[src/rtl/pl_mem_arbiter_if.sv]
// -----------------------------------------------------------------------------
// pl_mem_arbiter_if
// Bundles the fetch port, the data port, the memory port and the two stall
// requests of the unified-memory arbiter.
//   master : arbiter side (drives ready/rdata, mem_* request side, stalls)
//   slave  : environment side (requesters and the memory)
// Signals:
//   if_req/if_addr -> if_rdata/if_ready          fetch port
//   d_req/d_we/d_addr/d_wdata -> d_rdata/d_ready data port
//   mem_en/mem_we/mem_addr/mem_wdata -> mem_rdata/mem_ack  memory port
//   stall_f/stall_m                               stall requests to hazard unit
// -----------------------------------------------------------------------------
interface pl_mem_arbiter_if #(
  parameter int AW = 32,
  parameter int DW = 32
);
  logic          if_req;
  logic [AW-1:0] if_addr;
  logic [DW-1:0] if_rdata;
  logic          if_ready;

  logic          d_req;
  logic          d_we;
  logic [AW-1:0] d_addr;
  logic [DW-1:0] d_wdata;
  logic [DW-1:0] d_rdata;
  logic          d_ready;

  logic          mem_en;
  logic          mem_we;
  logic [AW-1:0] mem_addr;
  logic [DW-1:0] mem_wdata;
  logic [DW-1:0] mem_rdata;
  logic          mem_ack;

  logic          stall_f;
  logic          stall_m;

  modport master (
    input  if_req, if_addr, d_req, d_we, d_addr, d_wdata, mem_rdata, mem_ack,
    output if_rdata, if_ready, d_rdata, d_ready,
           mem_en, mem_we, mem_addr, mem_wdata, stall_f, stall_m
  );

  modport slave (
    output if_req, if_addr, d_req, d_we, d_addr, d_wdata, mem_rdata, mem_ack,
    input  if_rdata, if_ready, d_rdata, d_ready,
           mem_en, mem_we, mem_addr, mem_wdata, stall_f, stall_m
  );
endinterface

[src/rtl/pl_mem_arbiter.sv]
// -----------------------------------------------------------------------------
// pl_mem_arbiter
// Shares one single-port unified instruction/data memory between the fetch
// stage (F) and the memory stage (M). The data port has fixed priority; a
// starvation counter forces a fetch grant after MAX_STARVE consecutive data
// grants taken while a fetch was waiting.
//
// Ports:
//   clk         rising-edge clock
//   rst         asynchronous reset, active low
//   bus.master  fetch port, data port, memory port and stall requests
//               (see pl_mem_arbiter_if)
//   perf_*_cnt  performance counters, present only with ARB_PERF_CNT_EN
//
// Build option: define ARB_PERF_CNT_EN to add perf_f_cnt, perf_d_cnt and
// perf_stall_cnt (completed fetches, completed data accesses, stall cycles).
// -----------------------------------------------------------------------------
module pl_mem_arbiter #(
  parameter int AW         = 32,
  parameter int DW         = 32,
  parameter int MAX_STARVE = 4
) (
  input  logic               clk,
  input  logic               rst,
  pl_mem_arbiter_if.master   bus
`ifdef ARB_PERF_CNT_EN
  ,
  output logic [31:0]        perf_f_cnt,
  output logic [31:0]        perf_d_cnt,
  output logic [31:0]        perf_stall_cnt
`endif
);

  typedef enum logic [1:0] {
    IDLE   = 2'd0,
    BUSY_F = 2'd1,
    BUSY_D = 2'd2
  } state_t;

  localparam logic [3:0] STARVE_MAX = 4'(MAX_STARVE);

  state_t        state_q, state_d;
  logic [3:0]    starve_q, starve_d;
  logic          mem_en_q;
  logic          mem_we_q, mem_we_d;
  logic [AW-1:0] mem_addr_q, mem_addr_d;
  logic [DW-1:0] mem_wdata_q, mem_wdata_d;
  logic          force_f;

  function automatic logic [3:0] starve_inc(input logic [3:0] cnt);
    return (cnt >= STARVE_MAX) ? STARVE_MAX : cnt + 4'd1;
  endfunction

  // A waiting fetch that has already lost MAX_STARVE times overrides D priority.
  assign force_f = bus.if_req && (starve_q == STARVE_MAX);

  always_comb begin
    state_d       = state_q;
    starve_d      = starve_q;
    mem_we_d      = mem_we_q;
    mem_addr_d    = mem_addr_q;
    mem_wdata_d   = mem_wdata_q;
    bus.if_ready  = 1'b0;
    bus.d_ready   = 1'b0;
    bus.if_rdata  = '0;
    bus.d_rdata   = '0;

    case (state_q)
      IDLE: begin
        if (bus.d_req && !force_f) begin
          state_d     = BUSY_D;
          mem_addr_d  = bus.d_addr;
          mem_we_d    = bus.d_we;
          mem_wdata_d = bus.d_wdata;
          if (bus.if_req) begin
            starve_d = starve_inc(starve_q);
          end
        end else if (bus.if_req) begin
          state_d    = BUSY_F;
          mem_addr_d = bus.if_addr;
          mem_we_d   = 1'b0;
          starve_d   = 4'd0;
        end
      end
      BUSY_F: begin
        if (bus.mem_ack) begin
          bus.if_ready = 1'b1;
          bus.if_rdata = bus.mem_rdata;
          state_d      = IDLE;
        end
      end
      BUSY_D: begin
        if (bus.mem_ack) begin
          bus.d_ready = 1'b1;
          bus.d_rdata = bus.mem_rdata;
          state_d     = IDLE;
        end
      end
      default: begin
        state_d = IDLE;
      end
    endcase
  end

  // Address, data and write enable only load on a grant, so they stay frozen
  // for the whole BUSY period.
  always_ff @(posedge clk or negedge rst) begin
    if (!rst) begin
      state_q     <= IDLE;
      starve_q    <= 4'd0;
      mem_en_q    <= 1'b0;
      mem_we_q    <= 1'b0;
      mem_addr_q  <= '0;
      mem_wdata_q <= '0;
    end else begin
      state_q     <= state_d;
      starve_q    <= starve_d;
      mem_en_q    <= (state_d != IDLE);
      mem_we_q    <= mem_we_d;
      mem_addr_q  <= mem_addr_d;
      mem_wdata_q <= mem_wdata_d;
    end
  end

  assign bus.mem_en    = mem_en_q;
  assign bus.mem_we    = mem_we_q;
  assign bus.mem_addr  = mem_addr_q;
  assign bus.mem_wdata = mem_wdata_q;

  assign bus.stall_f = bus.if_req & ~bus.if_ready;
  assign bus.stall_m = bus.d_req & ~bus.d_ready;

`ifdef ARB_PERF_CNT_EN
  logic [31:0] perf_f_q, perf_d_q, perf_stall_q;

  always_ff @(posedge clk or negedge rst) begin
    if (!rst) begin
      perf_f_q     <= 32'd0;
      perf_d_q     <= 32'd0;
      perf_stall_q <= 32'd0;
    end else begin
      if (bus.if_ready) begin
        perf_f_q <= perf_f_q + 32'd1;
      end
      if (bus.d_ready) begin
        perf_d_q <= perf_d_q + 32'd1;
      end
      if (bus.stall_f || bus.stall_m) begin
        perf_stall_q <= perf_stall_q + 32'd1;
      end
    end
  end

  assign perf_f_cnt     = perf_f_q;
  assign perf_d_cnt     = perf_d_q;
  assign perf_stall_cnt = perf_stall_q;
`endif

endmodule

[src/flat_wrapper.sv]
// flat-port wrapper written by rule: the top's interface ports become plain ports
module pl_mem_arbiter_flat 
#(
  parameter int AW         = 32,
  parameter int DW         = 32,
  parameter int MAX_STARVE = 4
)
  (clk, rst, bus_if_req, bus_if_addr, bus_d_req, bus_d_we, bus_d_addr, bus_d_wdata, bus_mem_rdata, bus_mem_ack, bus_if_rdata, bus_if_ready, bus_d_rdata, bus_d_ready, bus_mem_en, bus_mem_we, bus_mem_addr, bus_mem_wdata, bus_stall_f, bus_stall_m);
  pl_mem_arbiter_if #(.AW(AW), .DW(DW)) bus_i ();
  input  logic clk;
  input  logic rst;
  input wire logic [$bits(bus_i.if_req)-1:0] bus_if_req;
  input wire logic [$bits(bus_i.if_addr)-1:0] bus_if_addr;
  input wire logic [$bits(bus_i.d_req)-1:0] bus_d_req;
  input wire logic [$bits(bus_i.d_we)-1:0] bus_d_we;
  input wire logic [$bits(bus_i.d_addr)-1:0] bus_d_addr;
  input wire logic [$bits(bus_i.d_wdata)-1:0] bus_d_wdata;
  input wire logic [$bits(bus_i.mem_rdata)-1:0] bus_mem_rdata;
  input wire logic [$bits(bus_i.mem_ack)-1:0] bus_mem_ack;
  output wire logic [$bits(bus_i.if_rdata)-1:0] bus_if_rdata;
  output wire logic [$bits(bus_i.if_ready)-1:0] bus_if_ready;
  output wire logic [$bits(bus_i.d_rdata)-1:0] bus_d_rdata;
  output wire logic [$bits(bus_i.d_ready)-1:0] bus_d_ready;
  output wire logic [$bits(bus_i.mem_en)-1:0] bus_mem_en;
  output wire logic [$bits(bus_i.mem_we)-1:0] bus_mem_we;
  output wire logic [$bits(bus_i.mem_addr)-1:0] bus_mem_addr;
  output wire logic [$bits(bus_i.mem_wdata)-1:0] bus_mem_wdata;
  output wire logic [$bits(bus_i.stall_f)-1:0] bus_stall_f;
  output wire logic [$bits(bus_i.stall_m)-1:0] bus_stall_m;
  assign bus_i.if_req = bus_if_req;
  assign bus_i.if_addr = bus_if_addr;
  assign bus_i.d_req = bus_d_req;
  assign bus_i.d_we = bus_d_we;
  assign bus_i.d_addr = bus_d_addr;
  assign bus_i.d_wdata = bus_d_wdata;
  assign bus_i.mem_rdata = bus_mem_rdata;
  assign bus_i.mem_ack = bus_mem_ack;
  assign bus_if_rdata = bus_i.if_rdata;
  assign bus_if_ready = bus_i.if_ready;
  assign bus_d_rdata = bus_i.d_rdata;
  assign bus_d_ready = bus_i.d_ready;
  assign bus_mem_en = bus_i.mem_en;
  assign bus_mem_we = bus_i.mem_we;
  assign bus_mem_addr = bus_i.mem_addr;
  assign bus_mem_wdata = bus_i.mem_wdata;
  assign bus_stall_f = bus_i.stall_f;
  assign bus_stall_m = bus_i.stall_m;
  pl_mem_arbiter #(.AW(AW), .DW(DW), .MAX_STARVE(MAX_STARVE)) u_core (.clk(clk), .rst(rst), .bus(bus_i));
endmodule
[config.mk]
export PLATFORM = sky130hd
export DESIGN_NAME = pl_mem_arbiter_flat
export DESIGN_NICKNAME = d
export VERILOG_FILES = /design/src/rtl/pl_mem_arbiter_if.sv /design/src/rtl/pl_mem_arbiter.sv /design/src/flat_wrapper.sv
export SDC_FILE = /design/constraint.sdc
export NUM_CORES = 1
export LEC_CHECK = 0
export BUFFER_PORTS_ARGS = -buffer_cell sky130_fd_sc_hd__buf_2
export CORE_AREA = 2 2 105 107
export DETAILED_ROUTE_END_ITERATION = 7
export DIE_AREA = 0 0 107 109
export PLACE_DENSITY = 0.69
export SLEW_MARGIN = 20
export SYNTH_ARGS = -nofsm -noshare
export SYNTH_HDL_FRONTEND = slang
export SYNTH_SLANG_ARGS = --single-unit
[constraint.sdc]
create_clock -name clk -period 2.1 [get_ports clk]
set_input_delay 0.105 -clock clk [delete_from_list [all_inputs] [get_ports clk]]
set_output_delay 0.105 -clock clk [all_outputs]
set_load 0.02 [all_outputs]
==> results.md <==
* Total track usage at 20.54%
* Skew final at 6.447 ps
* Final-layout fill cell count at 916
* Final setup violation count at 0
* Area delta synth->final at 56.18%
* Clock Power Share at 13.7%
* Routed Antenna Nets at 0
* Final wirelength at 13010 um
* Worst Path Buf+Inv at 3
* Rows at 38
* Depth of the CTS H-tree at 3
* Worst path max stage delay at 440 ps
* Grt ovf at 0
* Unrepaired setup endpoints after global routing: false
* CTS Buf Count at 9
* Slew Viols, Final at 0
* Met2 Routed Length at 6483 um
* Worst-path cell chain: inv_1 > ha_2 > buf_4 > and3_1 > buf_2
* Multi-input gate area at 1839 sq um
* # port buffers at 267
* Synth top area share at 47.06%
* Hold WS at 21.87 ps
* Insertion delay to the later sink of the worst-skew pair at 340 ps
* VDD IR max at 706.6 uV
* Highest Clock Rate at 0.5168 GHz
* Worst-margin pin slew at 761.5 ps
* Tmin final at 1935 ps
* Clk sinks at 72
* TritonRoute pass-1 iters at 5
* WL/cell at 15.83 um
* Register area share after synthesis at 47.06%
* DR DRC count at 0
* Area leader, netlist: dfrtp_1
* Most used DFF post-synth: dfrtp_1
* Post-synth EDFFs at 0
* Hold Path Class: primary input to flip-flop
* Initial antenna violation count at 0
* Post CTS Setup Buffer Count at 0
* Crit Path Category: flip-flop to primary output
* Synth Cell Area at 3829 sq um
* Async set-reset flop share out of synthesis at 100.0%
* Vias at 4123
* Commonest cells after routing, fill and taps aside: buf_2 (267), dfrtp_1 (72), nand2_1 (67)
* Syn Nets at 517
* Psw at 3.625 mW
* Vias in the first global route at 3716
* Synth Register Bits at 72
* Critical Path Start Type: flip-flop
* Fraction of layout instances using a drive strength above 1 at 48.68%
* CTS max path bufs at 2
* Register area at 1802 sq um
* Via density at 5.016
* TritonCTS clock tree: done
* Clk root buf: clkbuf_8
* First-pass GRT wire length at 18800 um
* Worst path arrival time at 1830 ps
* Top delay family on crit path: buffers and inverters
* Max Cap Violations at 0
* Pleak at 3.349 nW
* Die boundary height at 109 um
* Sequential power share at 30.5%
* Critical path fanouts, max at 17
* Largest net degree at the start of global routing at 73
* # diodes at 0
* Mean Syn Cell Area at 10.16 sq um
* Core Region at 10600 sq um
* Worst slew margin at 49.24%
* Switching share of power at 44.28%
* # IOs at 268
* Ys Warns at 0
* Endpoint type of the worst setup path: primary output
* Status: finished, final reports clean
* Chip width at 107 um
* Final setup TNS at 0 ps
* Initial Util at 36.11%
* Power Density at 1369 nW/um^2
* Most common cell after layout, fill and taps aside: buf_2
* DR top layer: met4
* Cells after Synth at 377
* Clock Pin Slew Worst Setup and Hold Paths at 70 ps
* Initial drt markers at 193
* DP HPWL at 8676 um
* Die area at 11660 sq um
* Crit-path slowest cell: dfrtp_1
* Post-synth cell types at 27
* Met3 wire length at 979 um
* Worst path required time at 2000 ps
* Cell Int Power at 4.561 mW
* Routed metal-1 wirelength at 5357 um
* Final RePlAce weighted congestion at 0.7935
* Top cells by area, synth: dfrtp_1 (47%), mux2_4 (11%), and3_1 (11%), nand2_1 (6.6%), o211ai_1 (6.3%)
* Fin nets at 817
* Final Hold Vio Count at 0
* Combinational cell fraction of total power at 55.8%
* Util after Layout at 56.40%
* Period utilization at 92.14%
## final timing paths
kind / from / end / slack, ps / cells past startpoint
setup reg to reg: u_core.state_q[0] / u_core.bus.mem_addr[8] / 270 / 7
hold / removal: bus_if_addr[19] / u_core.bus.mem_addr[19] / 20 / 3
setup / recovery: u_core.state_q[0] / bus_d_rdata[0] / 170 / 5
min in group asynchronous: rst / u_core.bus.mem_wdata[5] / 350 / 3
max in group asynchronous: rst / u_core.bus.mem_addr[2] / 1440 / 3
hold reg to reg: u_core.bus.mem_we / u_core.bus.mem_we / 500 / 1
## timing repair
action                     CTS  global route
hold endpoints to repair   119             1
hold buffers                48             1
setup endpoints to repair    0            32
gates resized for setup      0             2
## through the flow
stage                     cells  instance area, sq um  setup slack, ps  power, mW
after floorplan             377                  3829            443.1      5.493
after global placement      757                  5278            365.1      6.869
after detailed placement    757                  5278            302.2      6.980
after CTS                   821                  5964            11.57      8.204
after global routing        822                  5979            34.83      8.712
final                       822                  5979            165.1      8.186
## worst reg2reg max path, stage by stage (launching register included)
cell,delay [ps]
dfrtp_1,440
inv_1,110
ha_1,180
buf_4,290
o21a_1,200
buf_4,260
nand2_1,100
o211ai_1,160
## power groups by stage
stage	clock network, mW	registers (mW)	logic (mW)
floorplan	0	3.27	2.22
global placement	0	2.47	4.40
detailed placement	0	2.50	4.48
CTS	1.16	2.49	4.56
global route	1.22	2.58	4.91
finish	1.12	2.50	4.57
## state kept, by name, indices dropped and copies added (netlist names)
register	count
u_core.bus.mem_we	1
u_core.state_q	2
u_core.bus.mem_wdata	32
u_core.bus.mem_addr	32
u_core.starve_q	4
u_core.bus.mem_en	1
## synth_stat cells, types with 4 or more instances
master    number
o211ai_1      32
inv_1          4
clkbuf_1      32
nor2b_1        4
ha_1           6
buf_6          4
and3_1        65
nand2_1       67
nand4_1       32
dfrtp_1       72
mux2_4        29
and2_1         4
## final cells by class
cell class / instances / share of cell area, %
timing repair buffer: 328 / 32.48
multi-input combinational: 262 / 30.76
sequential: 72 / 30.13
tap: 140 / 2.929
clock buffer: 11 / 2.532
clock inverter: 5 / 0.9207
inverter: 4 / 0.2511
## logic make-up after synthesis
group	synth area share, %
AND/OR/NAND/NOR	25.16
AO/OA/AOI/OAI	8.398
flip-flops	47.06
adder cells (fa/ha/maj)	1.961
buffers and inverters	5.163
multiplexers	12.25
## metal layers
| metal | vias up | GRT usage (%) |
|---|---|---|
| li1 | 1947 | - |
| met1 | 1956 | 26.53 |
| met2 | 199 | 34.35 |
| met3 | 21 | 4.722 |
| met4 | 0 | 6.494 |
| met5 | - | 0 |
No activity file was read; power rests on OpenSTA's default activity.
